**src/rtl/clock_pkg.sv**
```systemverilog
// Shared types and constants for the alarm-clock timekeeping engine.
package clock_pkg;

  typedef enum logic [1:0] {
    IDLE    = 2'd0,
    RINGING = 2'd1,
    SNOOZED = 2'd2
  } alarm_state_t;

  localparam int SEC_W  = 6;
  localparam int MIN_W  = 6;
  localparam int HOUR_W = 5;

  localparam logic [1:0] SEL_NONE  = 2'd0;
  localparam logic [1:0] SEL_TIME  = 2'd1;
  localparam logic [1:0] SEL_ALARM = 2'd2;

  // Maps an internal 0-23 hour onto the 1-12 dial.
  function automatic logic [HOUR_W-1:0] to_12h(input logic [HOUR_W-1:0] h);
    if (h == '0) return HOUR_W'(12);
    else if (h > HOUR_W'(12)) return h - HOUR_W'(12);
    else return h;
  endfunction

endpackage

```
**src/rtl/mod_counter.sv**
```systemverilog
// Modulo-MOD up-counter with synchronous clear; carry is the combinational wrap strobe.
module mod_counter #(
  parameter int MOD = 60,
  parameter int W   = 6
) (
  input  logic         clk,
  input  logic         rst,
  input  logic         clr,
  input  logic         inc,
  output logic [W-1:0] value,
  output logic         carry
);

  localparam logic [W-1:0] LAST = W'(MOD - 1);

  assign carry = inc && (value == LAST);

  always_ff @(posedge clk) begin
    if (rst || clr) begin
      value <= '0;
    end else if (inc) begin
      value <= carry ? '0 : value + W'(1);
    end
  end

endmodule

```
**src/rtl/alarm_clock_core.sv**
```systemverilog
// Timekeeping and alarm engine: prescaled sec/min/hour chain, settable time
// and alarm, 12/24-hour presentation and a ring/snooze alarm state machine.
module alarm_clock_core
  import clock_pkg::*;
#(
  parameter int TICK_DIV   = 100_000_000,
  parameter int HOUR_24    = 1,
  parameter int RING_SEC   = 60,
  parameter int SNOOZE_MIN = 5
) (
  input  logic              clk,
  input  logic              rst,
  input  logic              run,
  input  logic [1:0]        set_sel,
  input  logic              inc_min,
  input  logic              inc_hour,
  input  logic              alarm_en,
  input  logic              snooze,
  input  logic              alarm_off,
  output logic [SEC_W-1:0]  sec,
  output logic [MIN_W-1:0]  min,
  output logic [HOUR_W-1:0] hour,
  output logic              pm,
  output logic [MIN_W-1:0]  alarm_min,
  output logic [HOUR_W-1:0] alarm_hour,
  output logic              sec_tick,
  output logic              min_tick,
  output logic              hour_tick,
  output logic              alarm_active
);

  localparam int PW = (TICK_DIV > 1) ? $clog2(TICK_DIV) : 1;
  localparam logic [7:0] RING_LAST   = 8'(RING_SEC - 1);
  localparam logic [5:0] SNOOZE_LAST = 6'(SNOOZE_MIN - 1);

  logic              set_time;
  logic              set_alarm;
  logic              presc_carry;
  logic              sec_carry;
  logic              min_carry;
  logic [PW-1:0]     unused_presc_val;
  logic              unused_hour_carry;
  logic              unused_amin_carry;
  logic              unused_ahour_carry;
  logic [HOUR_W-1:0] hour_q;
  logic [HOUR_W-1:0] alarm_hour_q;

  assign set_time  = (set_sel == SEL_TIME);
  assign set_alarm = (set_sel == SEL_ALARM);

  mod_counter #(.MOD(TICK_DIV), .W(PW)) u_presc (
    .clk(clk), .rst(rst), .clr(set_time), .inc(run && !set_time),
    .value(unused_presc_val), .carry(presc_carry)
  );

  mod_counter #(.MOD(60), .W(SEC_W)) u_sec (
    .clk(clk), .rst(rst), .clr(set_time), .inc(presc_carry),
    .value(sec), .carry(sec_carry)
  );

  // In set-time mode the minute/hour fields step independently, so the
  // minute wrap must never reach the hour counter.
  mod_counter #(.MOD(60), .W(MIN_W)) u_min (
    .clk(clk), .rst(rst), .clr(1'b0), .inc(set_time ? inc_min : sec_carry),
    .value(min), .carry(min_carry)
  );

  mod_counter #(.MOD(24), .W(HOUR_W)) u_hour (
    .clk(clk), .rst(rst), .clr(1'b0), .inc(set_time ? inc_hour : min_carry),
    .value(hour_q), .carry(unused_hour_carry)
  );

  mod_counter #(.MOD(60), .W(MIN_W)) u_alarm_min (
    .clk(clk), .rst(rst), .clr(1'b0), .inc(set_alarm && inc_min),
    .value(alarm_min), .carry(unused_amin_carry)
  );

  mod_counter #(.MOD(24), .W(HOUR_W)) u_alarm_hour (
    .clk(clk), .rst(rst), .clr(1'b0), .inc(set_alarm && inc_hour),
    .value(alarm_hour_q), .carry(unused_ahour_carry)
  );

  always_ff @(posedge clk) begin
    if (rst) begin
      sec_tick  <= 1'b0;
      min_tick  <= 1'b0;
      hour_tick <= 1'b0;
    end else begin
      sec_tick  <= presc_carry;
      min_tick  <= sec_carry;
      hour_tick <= min_carry && !set_time;
    end
  end

  assign hour       = (HOUR_24 != 0) ? hour_q : to_12h(hour_q);
  assign alarm_hour = (HOUR_24 != 0) ? alarm_hour_q : to_12h(alarm_hour_q);
  assign pm         = (hour_q >= HOUR_W'(12));

  // Alarm FSM works off the registered ticks, so a match is seen in the
  // cycle where the new 00 seconds value is already visible.
  alarm_state_t state_q, state_d;
  logic [7:0]   ring_q, ring_d;
  logic [5:0]   snz_q, snz_d;
  logic         match;

  assign match = sec_tick && (sec == '0) && !set_time && alarm_en &&
                 (hour_q == alarm_hour_q) && (min == alarm_min);

  always_ff @(posedge clk) begin
    if (rst) begin
      state_q <= IDLE;
      ring_q  <= '0;
      snz_q   <= '0;
    end else begin
      state_q <= state_d;
      ring_q  <= ring_d;
      snz_q   <= snz_d;
    end
  end

  always_comb begin
    state_d = state_q;
    ring_d  = ring_q;
    snz_d   = snz_q;
    case (state_q)
      IDLE: begin
        if (match) begin
          state_d = RINGING;
          ring_d  = '0;
        end
      end
      RINGING: begin
        if (alarm_off || !alarm_en || (sec_tick && ring_q == RING_LAST)) begin
          state_d = IDLE;
        end else if (snooze) begin
          state_d = SNOOZED;
          snz_d   = '0;
        end else if (sec_tick) begin
          ring_d = ring_q + 8'd1;
        end
      end
      SNOOZED: begin
        if (alarm_off || !alarm_en) begin
          state_d = IDLE;
        end else if (min_tick) begin
          if (snz_q == SNOOZE_LAST) begin
            state_d = RINGING;
            ring_d  = '0;
          end else begin
            snz_d = snz_q + 6'd1;
          end
        end
      end
      default: state_d = IDLE;
    endcase
  end

  assign alarm_active = (state_q == RINGING);

endmodule

```
**config.mk**
```make
export PLATFORM = sky130hd
export DESIGN_NAME = alarm_clock_core
export DESIGN_NICKNAME = d
export VERILOG_FILES = /design/src/rtl/clock_pkg.sv /design/src/rtl/mod_counter.sv /design/src/rtl/alarm_clock_core.sv
export SDC_FILE = /design/constraint.sdc
export NUM_CORES = 1
export LEC_CHECK = 0
export BUFFER_PORTS_ARGS = -buffer_cell sky130_fd_sc_hd__buf_2
export CAP_MARGIN = 30
export CELL_PAD_IN_SITES_DETAIL_PLACEMENT = 1
export CELL_PAD_IN_SITES_GLOBAL_PLACEMENT = 1
export CORE_MARGIN = 2
export CORE_UTILIZATION = 41
export DETAILED_ROUTE_END_ITERATION = 16
export HOLD_SLACK_MARGIN = 0.12
export PLACE_DENSITY = 0.83
export SLEW_MARGIN = 30
export SYNTH_ARGS = -nofsm -noshare
export SYNTH_HDL_FRONTEND = slang
export SYNTH_HIERARCHICAL = 1
export SYNTH_SLANG_ARGS = --single-unit
```
**constraint.sdc**
```tcl
create_clock -name clk -period 3.9 [get_ports clk]
set_input_delay 0.195 -clock clk [delete_from_list [all_inputs] [get_ports clk]]
set_output_delay 0.195 -clock clk [all_outputs]
set_load 0.05 [all_outputs]
```
==> run summary, run 1 <==
The max-slew violation count is 0. The accumulated negative setup slack came out at 0 ns. The final clock period utilization by the worst path is between 90% and 100%. The first-pass GRT wire length is 16,500 µm. The DRC violations left is 0. The half-perimeter wire length of the detailed placement result came out at between 6000 and 7000 µm. After detailed routing, the total wire length is between 9000 and 10,000 µm.

The run finished with clean final reports. The number of DRC violations after detailed-routing iteration 0 came out at between 150 and 200. The maximum number of pins on one net before global-route repair came out at 26. The total count of hold-check failures in the final report came out at 0.

The delay contributed by the slowest stage of the critical path came out at ~0.56 ns. The initial antenna violation count is 0. The placeable core area came out at approximately 9000 µm². The total via count after detailed routing came out at ~3,400. The area added between synthesis and finish is 15.5%. The die footprint came out at 10,400 µm². The endpoint identified for the worst register-to-register timing path is u_hour/value[3]. The min-delay analysis places its worst path in the category primary input to register. The global placement routability congestion came out at between 0.8 and 0.9.

Along the worst path, the maximum fanout reaches 7. The average cell area after synthesis is slightly above 9 µm². The peak ir drop on the vdd network is around 0.17 mV. The number of top-level pins came out at 43. For this run, the detailed router's first-pass iteration total came to 4.

The total of fill cells in the finished design is approximately 1,100. The maximum clock path buffer count is 2. The H-tree was split into 3 levels.

The number of global-route vias before repair came to about 3,400. At the worst endpoint, the arrival time is 3.76 ns. The die extent in x came out at ~100 µm. The TritonCTS clock tree is built. The number of buffers added by the clock tree synthesis step is 9. The clock slew at the register clock pins of the worst setup and hold paths is about 0.080 ns. For this run the aggregate overflow at the end of global routing stands at 0. The antenna diode count is 0. After clock tree synthesis, the flow added hold-fix buffers numbering 0. The critical path starts at u_presc/value[0]. The number of placed instances with taps included came out at around 600. The number of setup buffers added after CTS came out at 0. For the final database, setup skew stands at roughly 0.012 ns. The start of the worst register-to-register path is u_presc/value[0].

The row count is 35. The die extent in y is about 100 µm. The worst setup path is captured at a register. The required time at the worst-slack endpoint is around 4.1 ns. After technology mapping, the gate count stands at between 400 and 500. The post-cts gate resize count came out at 0.

The clock drives 74 sinks. The number of port buffers came out at between 40 and 50. Among all stages on the critical path, the largest delay is contributed by or4_1.

Using the TritonRoute via totals, the vias-per-cell ratio works out to 5.56. The post-layout net count is approximately 500. The most critical setup path has its endpoint at u_hour/value[3]. The signal on the critical path passes through ha_1 -> nand4_1 -> or4_1 -> nor2_2 -> nand2_1 -> nor4b_4 -> mux2_2 -> nand2_1 -> nor4b_4 -> mux2_2 -> nand4_1 -> mux2i_1 -> nor3_1. The number of standard cells in the final layout excluding fillers came out at roughly 620. Across all setup checks in the final design, the least slack found is about 0.36 ns. The shortest period the worst path allows is 3.54 ns. The worst setup path is launched from a register. The layout cell share with drive strength beyond 1 is between 15 and 20%.

The total number of yosys warnings came out at 6. The final cell utilization of the core came out at 49.0%. The later-pin clock latency in the skew report is approximately 0.36 ns.

The average detailed-routed wire length per instance is 16.0 µm. The number of cells on the worst reg-to-reg path is 13. In this run the tightest slew margin relative to its limit is between 50% and 60%. The start-to-end type of the worst setup path is register to register. The worst-margin pin slew is around 0.67 ns. The achievable frequency is between 0.2 and 0.3 GHz. Setup repair after global routing left no endpoint under its margin. The root buffer cell chosen for the clock tree is clkbuf_8. Summing every instance area after synthesis gives 3920 µm². Setup violations remaining at the end of the flow were counted as 0. Prior to clock tree synthesis, the placed netlist has a worst setup slack of between 0.2 and 0.3 ns. The total global routing track utilization is a little over 20%. The leakage dissipation came out at between 0.0015 and 0.002 µW.

The reg2reg setup slack is 0.36 ns. The initial core utilization came out at 42.4%. The final hold slack is between 0.15 and 0.2 ns. The number of max-cap violations came out at 0.

The total power divided by cell area came out at 345 nW/µm². The remaining antenna violation count after routing came out at 0.
-- metrics by stage --
step                      instance area, µm²  power [µW]
after floorplan                         3960         817
after global placement                  4270         830
after CTS                               4520        1570
after global routing                    4520        1610
final                                   4520        1560
after detailed placement                4270         831
-- flip-flops by register name (all words and copies together) (netlist names), 2 cells and up --
name                count
u_presc/value          27
u_alarm_min/value       6
u_sec/value             6
u_min/value             6
ring_q                  8
u_alarm_hour/value      5
state_q                 2
u_hour/value            5
snz_q                   6
-- power by group --
part | leakage [µW] | switching [µW] | total [µW] | internal [µW]
registers | 0.000596 | 3.24 | 760 | 757
logic | 0.000951 | 37.5 | 54.9 | 17.4
clock network | 0.000129 | 287 | 745 | 458
-- critical path: cells and delay by family, from the launching register on --
kind	cells	cell delay, ns
AND/OR/NAND/NOR	9	1.99
multiplexers	3	0.78
flip-flops	1	0.38
adder cells (fa/ha/maj)	1	0.24
-- final cells by class --
cell class | count | area (µm²) | area share, %
inverters | 10 | 37.5 | 0.830
clock buffers | 11 | 151 | 3.35
well taps | 129 | 161 | 3.57
multi-input cells | 343 | 2350 | 52.0
flip-flops and latches | 74 | 1480 | 32.8
clock inverters | 5 | 100 | 2.21
repair buffers | 46 | 240 | 5.31
-- worst min-delay path by stage --
stage / endpoint / from / slack, ns / depth (start not counted)
2_1_floorplan: u_alarm_hour/value[0] / rst / 0.27 / 1
6_report: state_q[1] / snooze / 0.16 / 3
3_3_place_gp: ring_q[1] / ring_q[1] / 0.46 / 2
4_1_cts: state_q[1] / snooze / 0.15 / 3
3_5_place_dp: ring_q[1] / ring_q[1] / 0.47 / 2
5_1_grt: state_q[1] / snooze / 0.15 / 3
-- placed cells by master, fill, tap and decap left out, drive strengths merged, types with 10 or more instances in the layout --
master	count
nor2b	10
inv	10
mux2i	10
xor2	22
nand2b	11
nand2	28
dfxtp	74
a21oi	25
o21ai	15
nor2	30
nand3	13
buf	46
xnor2	13
conb	12
clkbuf	11
nor3	15
nand4	27
or3	10
-- metal layers --
layer  vias up  part of all wire [%]  track usage [%]
li1       1687                     -                -
met1      1684                    44             24.1
met2        58                    50             35.4
met3         7                   4.2             4.69
met4         0                  0.98             6.76
met5         -                     0                0
No activity file was read; power rests on OpenSTA's default activity.
==> run 2: changes to the inputs <==
--- a/config.mk
+++ b/config.mk
@@ -11,9 +11,11 @@
 export CELL_PAD_IN_SITES_GLOBAL_PLACEMENT = 1
 export CORE_MARGIN = 2
 export CORE_UTILIZATION = 41
+export CTS_BUF_LIST = sky130_fd_sc_hd__clkbuf_16
 export DETAILED_ROUTE_END_ITERATION = 16
 export HOLD_SLACK_MARGIN = 0.12
 export PLACE_DENSITY = 0.83
+export SKIP_CTS_REPAIR_TIMING = 1
 export SLEW_MARGIN = 30
 export SYNTH_ARGS = -nofsm -noshare
 export SYNTH_HDL_FRONTEND = slang
==> run summary, run 2 (synthesis gave the netlist of run 1 again) <==
The later-pin clock latency in the skew report came out at 0.33 ns (-0.03 ns). The layout cell share with drive strength beyond 1 came to 18.0% (-0.41 points). The number of max-cap violations is 0 (unchanged). The number of placed instances with taps included came to 602 (unchanged). The reg2reg setup slack came out at 0.35 ns (about the same). The start of the worst register-to-register path is u_presc/value[0].

The initial core utilization is 42.4% (unchanged). The largest registers in the layout are u_presc/value x27, ring_q x8. The initial antenna violation count is 0 (unchanged). The mean number of vias per cell is 5.59 (+0.49%). The total of fill cells in the finished design is 1,086 (-0.73%). The number of flip-flops in the largest register is 27 (unchanged). By startpoint and endpoint, the worst setup path is classified as register to register. The global placement routability congestion came out at 0.863 (unchanged). The antenna diode count came out at 0 (unchanged). The hold path startpoint is snooze. STA classifies the critical path endpoint as a register.

The post-placement worst setup slack is 0.263 ns (unchanged). The worst-margin pin slew is 0.666 ns (-0.00150 ns). The first-pass GRT wire length came out at 16,800 µm (+1.4%). The total count of hold-check failures in the final report came out at 0 (unchanged).

The data arrival at the endpoint of the critical path came to 3.75 ns (about the same). The clock slew at the register clock pins of the worst setup and hold paths came out at 0.06 ns (-0.02 ns). The top cell types in the final layout, fill and taps aside, are dfxtp_1, buf_2, nor2_1.

More flip-flops sit in one register than any other, and that register is u_presc/value. TritonCTS built the clock tree. The final clock period utilization by the worst path was 91.1% (+0.37 points). The die extent in x came out at 102 µm (unchanged). The flow ran to the end, and the final reports show no timing, DRC or antenna violations. The row count came out at 35 (unchanged). The total design power came to 1750 µW (+12%). The final worst-path setup slack is 0.346 ns (-0.0143 ns).

The critical-path maximum fanout came out at 7 (unchanged). The number of top-level pins is 43 (unchanged). Setup repair after global routing left no endpoint under its margin. The maximum clock path buffer count is 2 (unchanged). The length in cells of the worst reg-to-reg path is 13 (unchanged). The final clock skew was 0.00724 ns (-0.00436 ns). The total global routing overflow came to 0 (unchanged).

The peak ir drop on the vdd network is 0.200 mV (+17%). The number of DRC violations after detailed-routing iteration 0 came to 123 (-19%). The instance count along the most critical hold path is 3 (unchanged). The length of the first detailed-routing pass in iterations is 4 (unchanged).

The die footprint is 10,400 µm² (unchanged). The total global routing track utilization is 20.4% (+0.25 points). The required time at the worst-slack endpoint is 4.10 ns (-0.02 ns). The number of global-route vias before repair came out at 3,518 (+2.0%). The DRC violations left came out at 0 (unchanged). The remaining antenna violation count after routing came out at 0 (unchanged). The total via count after detailed routing came to 3,453 (+0.49%). From synthesis to final layout, the design area changed by 17.5%. The end of the worst register-to-register path is u_hour/value[4]. The remaining max-slew budget at the tightest pin is 55.5% (+0.34 points). The worst hold path class is primary input to register. The worst setup path is launched from a register. The aggregate routed wire length was 10,000 µm (+1.6%). The leakage dissipation came to 0.00171 µW (+2.1%). The maximum number of pins on one net before global-route repair came to 26 (unchanged). The total power divided by cell area is 379 nW/µm² (+10%). The achievable frequency came out at 0.281 GHz (-0.40%).

The root buffer cell chosen for the clock tree is clkbuf_16. The post-layout net count came out at 503 (unchanged). The number of port buffers came out at 42 (unchanged). The leading cell type in the layout, fill and taps excluded is dfxtp_1.

The average detailed-routed wire length per instance is 16.2 µm (+1.6%). The placeable core area came out at 9240 µm² (unchanged). The number of levels in the clock H-tree was 3 (unchanged). The setup violation total in the final timing report is 0 (unchanged).

The clock sink total came out at 74 (unchanged). The die extent in y came to 102 µm (unchanged). The shortest period the worst path allows was 3.55 ns (+0.0143 ns).

The number of standard cells in the final layout excluding fillers is 618 (unchanged). The accumulated negative setup slack came out at 0 ns (unchanged). The number of buffers added by the clock tree synthesis step was 9 (unchanged). The max-slew violation count is 0 (unchanged). The half-perimeter wire length of the detailed placement result was 6940 µm (unchanged).

For hold timing, the worst endpoint is state_q[1].
[run 2: cell count changes in the layout (fill, tap and decap cells not counted)]
cell       before  now
clkbuf_8       11    0
clkinv_1        0    2
clkbuf_16       0    9
[run 2: how the worst max path moves through the flow]
stage                      from               to  slack (ns)  depth (start not counted)
2_1_floorplan        set_sel[0]  u_hour/value[3]        0.12                         17
3_3_place_gp         set_sel[0]  u_hour/value[3]        0.41                         15
3_5_place_dp         set_sel[0]  u_hour/value[3]        0.26                         15
4_1_cts        u_presc/value[0]  u_hour/value[4]        0.33                         13
5_1_grt        u_presc/value[0]  u_hour/value[4]        0.04                         13
6_report       u_presc/value[0]  u_hour/value[4]        0.35                         13
[run 2: cell type report]
cell class              instances  area [µm²]  area share [%]
clock buffers                   9         225            4.89
clock inverters                 7         108            2.34
inverters                      10        37.5           0.815
multi-input cells             343        2350            51.1
flip-flops and latches         74        1480            32.2
well taps                     129         161            3.51
repair buffers                 46         240            5.22
[run 2: layer usage]
| layer | global-route usage [%] | part of all wire (%) | wire [µm] | vias up |
|---|---|---|---|---|
| li1 | - | - | - | 1687 |
| met3 | 4.69 | 3.7 | 366 | 13 |
| met1 | 24.3 | 45 | 4470 | 1701 |
| met2 | 36.1 | 50 | 5040 | 52 |
| met5 | 0 | 0 | 0 | - |
| met4 | 6.86 | 1.5 | 150 | 0 |
[run 2: metrics by stage]
stage	instance area, µm²	util, %	hold WS, ns
after floorplan	3960	-	0.268
after detailed placement	4270	46.2	0.475
after global routing	4600	49.8	0.181
final	4600	49.8	0.184
after global placement	4270	46.2	0.462
after CTS	4600	49.8	0.174
[run 2: worst max-delay path, stage by stage, from the launching register on]
cell	delay (ns)
dfxtp_1	0.37
ha_1	0.23
nand4_1	0.13
or4_1	0.56
nor2_2	0.15
nand2_1	0.13
nor4b_4	0.28
mux2_2	0.28
nand2_1	0.14
nor4b_4	0.44
mux2_2	0.31
nand3_1	0.11
mux2i_1	0.21
nor3_1	0.07
[run 2: where the power goes]
group	total, µW	leakage [µW]	internal (µW)	switching [µW]
Combinational	54.7	0.000951	17.4	37.4
Clock	931	0.000164	618	313
Sequential	761	0.000596	758	3.23
Total	1750	0.00171	1390	354
==> run 3: changes to the inputs <==
--- a/config.mk
+++ b/config.mk
@@ -9,6 +9,7 @@
 export CAP_MARGIN = 30
 export CELL_PAD_IN_SITES_DETAIL_PLACEMENT = 1
 export CELL_PAD_IN_SITES_GLOBAL_PLACEMENT = 1
+export CORE_ASPECT_RATIO = 0.6
 export CORE_MARGIN = 2
 export CORE_UTILIZATION = 41
 export CTS_BUF_LIST = sky130_fd_sc_hd__clkbuf_16
==> constraint.sdc (replaced) <==
create_clock -name clk -period 3.9 [get_ports clk]
set_input_delay 0.975 -clock clk [delete_from_list [all_inputs] [get_ports clk]]
set_output_delay 0.975 -clock clk [all_outputs]
set_load 0.05 [all_outputs]
==> run summary, run 3 (synthesis gave the netlist of run 1 again) <==
The initial antenna violation count is 0 (unchanged). The final clock skew is 0.00376 ns (-0.00349 ns). The net switching component of the power is 364 µW (+3.0%).

The hold path startpoint is ring_q[0]. u_presc/value holds more flip-flops than any other register. The clock network power share came out at 47.6% (-5.7 points). The average detailed-routed wire length per instance came to 17.4 µm (+7.1%).

The path with the worst hold slack has its endpoint at ring_q[0]. The DRC violations left is 0 (unchanged). The aggregate routed wire length is 10,800 µm (+7.6%).

The number of buffers added by the clock tree synthesis step is 9 (unchanged). The total global routing overflow came out at 0 (unchanged). The number of levels in the clock H-tree is 3 (unchanged). The critical-path maximum fanout came out at 7 (unchanged). The achievable frequency came to 0.281 GHz (about the same). The total of fill cells in the finished design came out at 1,067 (-1.7%). The max-slew violation count came out at 0 (unchanged). The top cell types in the final layout, fill and taps aside, are dfxtp_1, buf_2, nor2_1. The share of total power in combinational logic is 3.7% (+0.6 points). The later-pin clock latency in the skew report came out at 0.34 ns (about the same).

The remaining max-slew budget at the tightest pin came out at 52.8% (-2.6 points). The half-perimeter wire length of the detailed placement result is 7800 µm (+12%). The total via count after detailed routing came out at 3,463 (+0.29%). The die extent in x is 130 µm (+28%).

The leakage dissipation came out at 0.00171 µW (-0.26%). The total placed instance area is 4320 µm² (+1.1%). The number of global-route vias before repair is 3,526 (+0.23%). The setup violation total in the final timing report came out at 0 (unchanged). STA classifies the critical path startpoint as a primary input. The met1 global-route usage came out at 30.3% (+6.0 points).

The most crowded layer after global routing is met2. The data arrival at the endpoint of the critical path came out at 3.76 ns (about the same). The mean number of vias per cell came out at 5.58 (-0.19%). The total power divided by cell area came to 341 nW/µm² (-10%).

The shortest period the worst path allows was 3.55 ns (-0.000643 ns). The number of max-cap violations is 0 (unchanged). The switching share of power came out at 23.3% (+3.1 points). The run finished with clean final reports.

The cell chosen for the clock root is clkbuf_16. The remaining antenna violation count after routing is 0 (unchanged). The number of port buffers was 42 (unchanged). The worst setup path is captured at a register. The clock sink total is 74 (unchanged). The number of top-level pins is 43 (unchanged). Leaving out fill and tap cells, the most frequent cell in the layout is dfxtp_1.

The tightest min-delay check is of the register to register type. The power share of the sequential group came out at 48.7% (+5.1 points). The end of the worst register-to-register path is u_hour/value[3].

The number of flip-flops in the largest register came to 27 (unchanged). The critical path is of the primary input to register type. The total global routing track utilization came out at 22.4% (+1.9 points).

The area of combinational cells with multiple inputs is 2380 µm² (+1.2%). The length in cells of the worst reg-to-reg path is 13 (unchanged). The internal power was 1200 µW (-14%). The antenna diode count is 0 (unchanged). The layout cell share with drive strength beyond 1 came out at 19.1% (+1.1 points).

The post-layout net count came out at 505 (+0.40%). The die extent in y is 79.7 µm (-22%). The clock slew at the register clock pins of the worst setup and hold paths is 0.06 ns (about the same). The peak ir drop on the vdd network came to 0.206 mV (+3.2%).

The die footprint came out at 10,400 µm² (+0.25%). The met2 layer usage reported by global route is 35.9% (-0.22 points). The initial core utilization is 42.5% (+0.081 points). The largest registers in the layout are u_presc/value x27, ring_q x8.

The placeable core area is 9220 µm² (-0.19%). The global placement routability congestion came to 0.832 (-3.6%). The row count came to 27 (-23%). The total count of hold-check failures in the final report is 0 (unchanged).

The maximum clock path buffer count is 2 (unchanged). The number of DRC violations after detailed-routing iteration 0 came out at 227 (+85%). The length of the first detailed-routing pass in iterations came out at 4 (unchanged). The final clock period utilization by the worst path is 91.1% (about the same). The maximum number of pins on one net before global-route repair is 26 (unchanged). The global-route met3 utilization came out at 5.23% (+0.53 points).

The final non-filler cell area was 4580 µm² (-0.54%). The TritonCTS clock tree is built. From synthesis to final layout, the design area changed by 16.9%. The first-pass GRT wire length was 18,000 µm (+7.2%). The worst-margin pin slew is 0.706 ns (+0.0398 ns).

The start of the worst register-to-register path is u_presc/value[0]. The area used by sequential logic in the layout came to 1480 µm² (unchanged). The final hold slack is 0.496 ns (+0.312 ns). Setup repair after global routing left no endpoint under its margin. The required time at the worst-slack endpoint is 4.10 ns (about the same). The instance count along the most critical hold path is 1 (-2).

The reg2reg setup slack is 0.78 ns (+0.43 ns).
==> run 3: cell count changes in the layout (fill, tap and decap cells not counted), sizes merged <==
cell | previous run | this run
bufinv | 3 | 0
clkinvlp | 0 | 2
buf | 46 | 48
inv | 10 | 11
==> run 3: layout make-up <==
type                    instances  area share, %
clock buffers                   9           4.92
clock inverters                 7          0.820
inverters                      10          0.820
multi-input cells             343           52.0
flip-flops and latches         74           32.3
well taps                     130           3.55
repair buffers                 48           5.57
==> run 3: how the worst max path moves through the flow <==
stage,start,endpoint,slack (ns),depth (start not counted)
6_report,set_sel[0],u_hour/value[3],0.35,15
5_1_grt,set_sel[0],u_hour/value[3],0.20,15
2_1_floorplan,set_sel[0],u_hour/value[4],-0.21,17
3_5_place_dp,set_sel[0],u_hour/value[3],0.08,15
3_3_place_gp,set_sel[0],u_hour/value[3],0.27,15
4_1_cts,set_sel[0],u_hour/value[3],0.34,15
==> run 3: routing by layer <==
metal,vias up,wire length (µm)
met1,1714,5390
met2,51,4980
li1,1689,-
met4,0,95
met5,-,0
met3,9,318
==> run 3: power by group through the flow <==
stage          clock [µW]  combinational [µW]  sequential [µW]
2_1_floorplan           0                38.0              781
3_3_place_gp            0                54.7              778
3_5_place_dp            0                56.9              778
4_1_cts               763                57.3              761
5_1_grt               798                63.7              761
6_report              744                58.2              761
==> run 3: through the flow <==
stage | utilization, % | setup TNS, ns | std cells | setup WS [ns] | power [µW]
2_1_floorplan | - | -0.760 | 443 | -0.208 | 819
3_3_place_gp | 46.8 | 0 | 605 | 0.274 | 832
3_5_place_dp | 46.8 | 0 | 605 | 0.0775 | 835
4_1_cts | 49.7 | 0 | 621 | 0.336 | 1580
5_1_grt | 49.7 | 0 | 621 | 0.200 | 1620
6_report | 49.7 | 0 | 621 | 0.346 | 1560
==> run 3: worst max-delay path: stages <==
cell and delay [ns]:
buf_2 0.11, nor2b_4 0.13, and2b_2 0.21, nand4_1 0.09
or4_1 0.50, nor2_4 0.13, nand2_2 0.09, nor4b_4 0.24
mux2_4 0.27, nand2_4 0.07, nor4b_4 0.23, mux2_4 0.25
nand4_1 0.14, mux2i_1 0.24, nor3_1 0.07
